**src/rtl/scroll_pkg.sv**
```systemverilog
// Shared axis-mode encoding for the scroll transformer.
package scroll_pkg;

    typedef logic [1:0] mode_t;

    localparam mode_t MODE_STATIC = 2'b00;
    localparam mode_t MODE_WRAP   = 2'b01;
    localparam mode_t MODE_BOUNCE = 2'b10;

endpackage

```
**src/rtl/mod_m_timer.sv**
```systemverilog
// Free-running modulo-M counter; max_tick_c is high in the last count of each period.
module mod_m_timer #(
    parameter int unsigned N = 4,
    parameter int unsigned M = 10
) (
    input  logic clk,
    input  logic reset,
    output logic max_tick_c
);

    localparam logic [N-1:0] LAST = N'(M - 1);

    logic [N-1:0] count;

    // Count 0..M-1 and wrap.
    always_ff @(posedge clk) begin
        if (reset) begin
            count <= '0;
        end else if (count == LAST) begin
            count <= '0;
        end else begin
            count <= count + 1'b1;
        end
    end

    assign max_tick_c = (count == LAST);

endmodule

```
**src/rtl/scroll_axis.sv**
```systemverilog
// One scroll axis: pending/active offset, bounce direction and registered transform.
module scroll_axis
    import scroll_pkg::*;
#(
    parameter int unsigned CW  = 10,
    parameter int unsigned MAX = 640,
    parameter int unsigned SW  = 4
) (
    input  logic          clk,
    input  logic          reset,
    input  logic          tick,
    input  logic          commit,
    input  mode_t         mode,
    input  logic          dir,
    input  logic [SW-1:0] step,
    input  logic          mirror,
    input  logic [CW-1:0] coord,
    output logic [CW-1:0] new_coord,
    output logic [CW-1:0] off
);

    localparam logic [CW:0] MAX_E  = (CW+1)'(MAX);
    localparam logic [CW:0] LAST_E = (CW+1)'(MAX - 1);

    logic [CW-1:0] pend;
    logic [CW-1:0] act;
    logic          bounce_down;

    logic [CW:0]        pend_e_c;
    logic [CW:0]        step_e_c;
    logic [CW:0]        sum_c;
    logic signed [CW:0] diff_c;
    logic [CW-1:0]      pend_nxt_c;
    logic               down_nxt_c;
    logic [CW:0]        coord_e_c;
    logic [CW:0]        shifted_c;
    logic [CW:0]        wrapped_c;
    logic [CW-1:0]      map_c;

    // Next pending offset for the current mode.
    always_comb begin
        pend_e_c   = {1'b0, pend};
        step_e_c   = (CW+1)'(step);
        sum_c      = pend_e_c + step_e_c;
        diff_c     = $signed(pend_e_c) - $signed(step_e_c);
        pend_nxt_c = pend;
        down_nxt_c = bounce_down;
        case (mode)
            MODE_WRAP: begin
                if (!dir) begin
                    pend_nxt_c = (sum_c >= MAX_E) ? CW'(sum_c - MAX_E) : CW'(sum_c);
                end else begin
                    pend_nxt_c = (diff_c < 0) ? CW'(diff_c + $signed(MAX_E)) : CW'(diff_c);
                end
            end
            MODE_BOUNCE: begin
                if (!bounce_down) begin
                    if (sum_c >= LAST_E) begin
                        pend_nxt_c = CW'(LAST_E);
                        down_nxt_c = 1'b1;
                    end else begin
                        pend_nxt_c = CW'(sum_c);
                    end
                end else begin
                    if (pend_e_c <= step_e_c) begin
                        pend_nxt_c = '0;
                        down_nxt_c = 1'b0;
                    end else begin
                        pend_nxt_c = CW'(pend_e_c - step_e_c);
                    end
                end
            end
            default: begin
            end
        endcase
    end

    // Offset-and-mirror mapping; blanking coordinates pass straight through.
    always_comb begin
        coord_e_c = {1'b0, coord};
        shifted_c = coord_e_c + {1'b0, act};
        wrapped_c = (shifted_c >= MAX_E) ? (shifted_c - MAX_E) : shifted_c;
        map_c     = coord;
        if (coord_e_c < MAX_E) begin
            map_c = mirror ? CW'(LAST_E - wrapped_c) : CW'(wrapped_c);
        end
    end

    // Offset state and registered output coordinate.
    always_ff @(posedge clk) begin
        if (reset) begin
            pend        <= '0;
            act         <= '0;
            bounce_down <= 1'b0;
            new_coord   <= '0;
        end else begin
            if (commit) begin
                act <= pend;
            end
            if (tick) begin
                pend        <= pend_nxt_c;
                bounce_down <= down_nxt_c;
            end
            new_coord <= map_c;
        end
    end

    assign off = act;

endmodule

```
**src/rtl/scroll_transformer.sv**
```systemverilog
// Two-axis frame-synchronous coordinate scroller.
module scroll_transformer
    import scroll_pkg::*;
#(
    parameter int unsigned CW       = 10,
    parameter int unsigned H_ACTIVE = 640,
    parameter int unsigned V_ACTIVE = 480,
    parameter int unsigned TICK_DIV = 400000,
    parameter int unsigned TICK_W   = 19,
    parameter int unsigned SW       = 4
) (
    input  logic          clk,
    input  logic          reset,
    input  logic          vsync,
    input  logic          enable,
    input  logic          in_valid,
    input  logic [CW-1:0] x,
    input  logic [CW-1:0] y,
    input  logic [1:0]    mode_x,
    input  logic [1:0]    mode_y,
    input  logic          dir_x,
    input  logic          dir_y,
    input  logic [SW-1:0] step_x,
    input  logic [SW-1:0] step_y,
    input  logic          mirror_x,
    input  logic          mirror_y,
    output logic [CW-1:0] new_x,
    output logic [CW-1:0] new_y,
    output logic          out_valid,
    output logic [CW-1:0] off_x,
    output logic [CW-1:0] off_y,
    output logic          frame_commit
);

    logic div_tick_c;
    logic tick_c;
    logic commit_c;
    logic vsync_q;

    // Divider is held cleared while scrolling is disabled.
    mod_m_timer #(
        .N(TICK_W),
        .M(TICK_DIV)
    ) u_div (
        .clk       (clk),
        .reset     (reset | ~enable),
        .max_tick_c(div_tick_c)
    );

    assign tick_c   = div_tick_c & enable;
    assign commit_c = vsync & ~vsync_q;

    // vsync edge detector, commit pulse and valid pipeline.
    always_ff @(posedge clk) begin
        if (reset) begin
            vsync_q      <= 1'b0;
            frame_commit <= 1'b0;
            out_valid    <= 1'b0;
        end else begin
            vsync_q      <= vsync;
            frame_commit <= commit_c;
            out_valid    <= in_valid;
        end
    end

    scroll_axis #(
        .CW (CW),
        .MAX(H_ACTIVE),
        .SW (SW)
    ) u_axis_x (
        .clk      (clk),
        .reset    (reset),
        .tick     (tick_c),
        .commit   (commit_c),
        .mode     (mode_x),
        .dir      (dir_x),
        .step     (step_x),
        .mirror   (mirror_x),
        .coord    (x),
        .new_coord(new_x),
        .off      (off_x)
    );

    scroll_axis #(
        .CW (CW),
        .MAX(V_ACTIVE),
        .SW (SW)
    ) u_axis_y (
        .clk      (clk),
        .reset    (reset),
        .tick     (tick_c),
        .commit   (commit_c),
        .mode     (mode_y),
        .dir      (dir_y),
        .step     (step_y),
        .mirror   (mirror_y),
        .coord    (y),
        .new_coord(new_y),
        .off      (off_y)
    );

endmodule

```
**config.mk**
```make
export PLATFORM = sky130hd
export DESIGN_NAME = scroll_transformer
export DESIGN_NICKNAME = d
export VERILOG_FILES = /design/src/rtl/scroll_pkg.sv /design/src/rtl/mod_m_timer.sv /design/src/rtl/scroll_axis.sv /design/src/rtl/scroll_transformer.sv
export SDC_FILE = /design/constraint.sdc
export NUM_CORES = 1
export LEC_CHECK = 0
export ABC_AREA = 1
export CAP_MARGIN = 20
export CORE_UTILIZATION = 50
export DETAILED_ROUTE_END_ITERATION = 8
export PLACE_DENSITY_LB_ADDON = 0.08
export SKIP_CTS_REPAIR_TIMING = 1
export SLEW_MARGIN = 40
export SYNTH_ARGS = -nofsm -noshare
export SYNTH_HDL_FRONTEND = slang
export SYNTH_SLANG_ARGS = --single-unit
```
**constraint.sdc**
```tcl
create_clock -name clk -period 3.44 [get_ports clk]
set_input_delay 0.688 -clock clk [delete_from_list [all_inputs] [get_ports clk]]
set_output_delay 0.688 -clock clk [all_outputs]
set_load 0.01 [all_outputs]
```
==> flow_summary.json <==
{
  "regArea_um2": 1682,
  "drv_cap": 0,
  "synth_edf_count": 0,
  "slowest_stage": "fa_2",
  "gp_congestion": 0.8911,
  "grtUsageTotal": 0.2651,
  "synthTopCellsByArea": "dfxtp_1 (23%), nand2_1 (11%), ha_1 (8.2%)",
  "worst_slew_pin_slew_ns": 0.7505,
  "multiInputGateArea_um2": 4977,
  "max_freq_mhz": 306.6,
  "overflow": 0,
  "status": "finished, final reports clean",
  "yosysTopAreaCell": "dfxtp_1",
  "syn_avg_cell_area_um2": 6.549,
  "coreArea_um2": 14100,
  "rsz0062_at_grt": "yes",
  "synth_nets": 1212,
  "ir_drop_uv": 336.5,
  "clk_path_buf_depth": 2,
  "cts_root_buf": "clkbuf_16",
  "pre_cts_ws_ns": -0.6730,
  "routed_via_density": 5.246,
  "min_path_type": "register to register",
  "finalWirelength_mm": 19.50,
  "endpoint_kind": "register",
  "critPathBufInv": 5,
  "clk_pin_slew_ns": 0.06,
  "period_needed_ns": 3.262,
  "initial_core_util": 0.5190,
  "yosysWarningCount": 0,
  "grt_first_pass_wirelength_mm": 31.83,
  "final_antenna_net_count": 0,
  "pin_count": 83,
  "cp_top_family": "simple AND/OR/NAND/NOR gates",
  "post_synth_num_cell_types": 57,
  "cts_num_sinks": 84,
  "synth-seq-cells": 84,
  "nets": 1377,
  "instances_no_fill": 1466,
  "antenna_found_initial": 0,
  "leakagePower_nw": 4.616,
  "drt_pass1_iterations": 5,
  "critPathRequiredTime_ns": 3.69,
  "ys.flop_type": "dfxtp_1",
  "yosysTopAreaCellShare": 0.2299,
  "fillerInstances": 1262,
  "setup_ws_ns": 0.1785,
  "diodes": 0,
  "ys_top_cells_by_count": "nand2_1 (223), inv_1 (154), nand3_1 (96)",
  "grt_max_degree": 45,
  "slew_headroom": 0.4982,
  "netlist_instances": 1117,
  "hold_viol": 0,
  "drc": 0,
  "fin_skew_ns": 0.006417,
  "die_w_um": 123.0,
  "startpoint_type": "input pin",
  "ys_seq_area_frac": 0.2299,
  "min_period_over_period": 0.9481,
  "crit_arrival_ns": 3.51,
  "cts_max_level": 3,
  "setup_viol": 0,
  "fin_tns_setup_ns": 0,
  "crit_chain": "clkbuf_2 -> ha_4 -> inv_1 -> fa_2 -> or2_4 -> nand3_2 -> nand3_2 -> nand2_2 -> xor2_1 -> inv_1 -> ha_2 -> nand3b_1 -> nand2_1 -> inv_1 -> nand2_1 -> nand2_1 -> and2_1 -> ha_1 -> nand2_2 -> xnor2_2 -> a21oi_1 -> o21ai_1 -> nand2_1 -> inv_1",
  "synth.most_common_cell": "nand2_1",
  "die_h_um": 123.0,
  "avgRoutedWirePerCell_um": 13.30,
  "dp.cells": 1449,
  "finalMaxSlewViolations": 0,
  "route.vias.total": 7690,
  "post-route-util": 0.6674,
  "power.density_nw_per_um2": 310.4,
  "cts_made_buffers": 9,
  "num_rows": 43,
  "max_stage_delay_ns": 0.37,
  "hpwl_mm": 15.14,
  "portBuffers": 82,
  "crit_type": "input pin to register",
  "cts_tree": "done",
  "synthArstFlopShare": 0,
  "drt_iter0_markers": 534,
  "clock_latency_ns": 0.35,
  "cp_max_fo": 3,
  "die_area_um2": 15120,
  "area_delta_synth_final_pct": 28.60,
  "drive_above_1_share": 0.1882,
  "syn_area_um2": 7316,
  "grt_pass1_vias": 6871
}
==> stage by stage <==
stage | power, mW | hold WS [ns] | instance area, um^2
after floorplan | 1.596 | 0.4175 | 7318
after global placement | 1.945 | 0.4356 | 8964
after detailed placement | 1.957 | 0.4407 | 8964
after CTS | 2.901 | 0.4498 | 9249
after global routing | 3.088 | 0.4784 | 9408
final | 2.920 | 0.4485 | 9408
==> report_power, final <==
group	switching (mW)	internal, mW	total (mW)
combinational	0.487	0.444	0.931
clock	0.416	0.530	0.945
sequential	0.0243	1.02	1.04
==> area by class of cell <==
| cell class | count | area share |
|---|---|---|
| well taps | 180 | 0.02394 |
| clock buffers | 11 | 0.02687 |
| multi-input cells | 833 | 0.5291 |
| flip-flops and latches | 84 | 0.1787 |
| clock inverters | 4 | 0.003458 |
| repair buffers | 183 | 0.1692 |
| inverters | 171 | 0.06876 |
==> flip-flops by register name, indices dropped and copies added (netlist names) <==
| register | cells |
|---|---|
| frame_commit | 1 |
| out_valid | 1 |
| u_axis_x.bounce_down | 1 |
| u_axis_x.new_coord | 10 |
| u_axis_x.off | 10 |
| u_axis_x.pend | 10 |
| u_axis_y.bounce_down | 1 |
| u_axis_y.new_coord | 10 |
| u_axis_y.off | 10 |
| u_axis_y.pend | 10 |
| u_div.count | 19 |
| vsync_q | 1 |
==> logic make-up after synthesis <==
kind of cell / Yosys count / share of synthesized area
AO/OA/AOI/OAI: 202 / 0.1529
XOR/XNOR: 41 / 0.05011
adder cells (fa/ha/maj): 54 / 0.09851
buffers and inverters: 200 / 0.1084
flip-flops: 84 / 0.2299
AND/OR/NAND/NOR: 536 / 0.3602
==> per-layer routing <==
metal | track usage | routed length (um) | vias to the layer above
li1 | - | - | 3983
met1 | 0.3551 | 9102 | 3443
met5 | 0 | 0 | -
met2 | 0.4396 | 8918 | 238
met3 | 0.04197 | 1144 | 26
met4 | 0.07317 | 331 | 0
==> cell usage in the layout (no fill, tap or decap), types with 12 or more instances in the layout <==
| master | n |
|---|---|
| inv_2 | 15 |
| nand4_1 | 18 |
| nand3_1 | 93 |
| o21ai_0 | 70 |
| buf_4 | 101 |
| xor2_1 | 28 |
| nand2_2 | 34 |
| a21oi_1 | 81 |
| nor2_1 | 85 |
| clkdlybuf4s50_1 | 74 |
| inv_1 | 151 |
| nor3_1 | 19 |
| nand2_1 | 220 |
| nor2_2 | 12 |
| ha_1 | 39 |
| dfxtp_1 | 84 |
==> path summary, 6_finish.rpt <==
kind                                                    from                                to  slack, ns  depth (start not counted)
worst max-delay path                                    x[0]  u_axis_x.new_coord[9]$_SDFF_PP0_       0.18                         24
worst max register to register  u_axis_x.off[0]$_SDFFE_PP0P_  u_axis_x.new_coord[9]$_SDFF_PP0_       0.20                         23
worst min-delay path               u_div.count[0]$_SDFF_PP0_         u_div.count[0]$_SDFF_PP0_       0.45                          1
worst min register to register     u_div.count[0]$_SDFF_PP0_         u_div.count[0]$_SDFF_PP0_       0.45                          1
No activity file was read; power rests on OpenSTA's default activity.
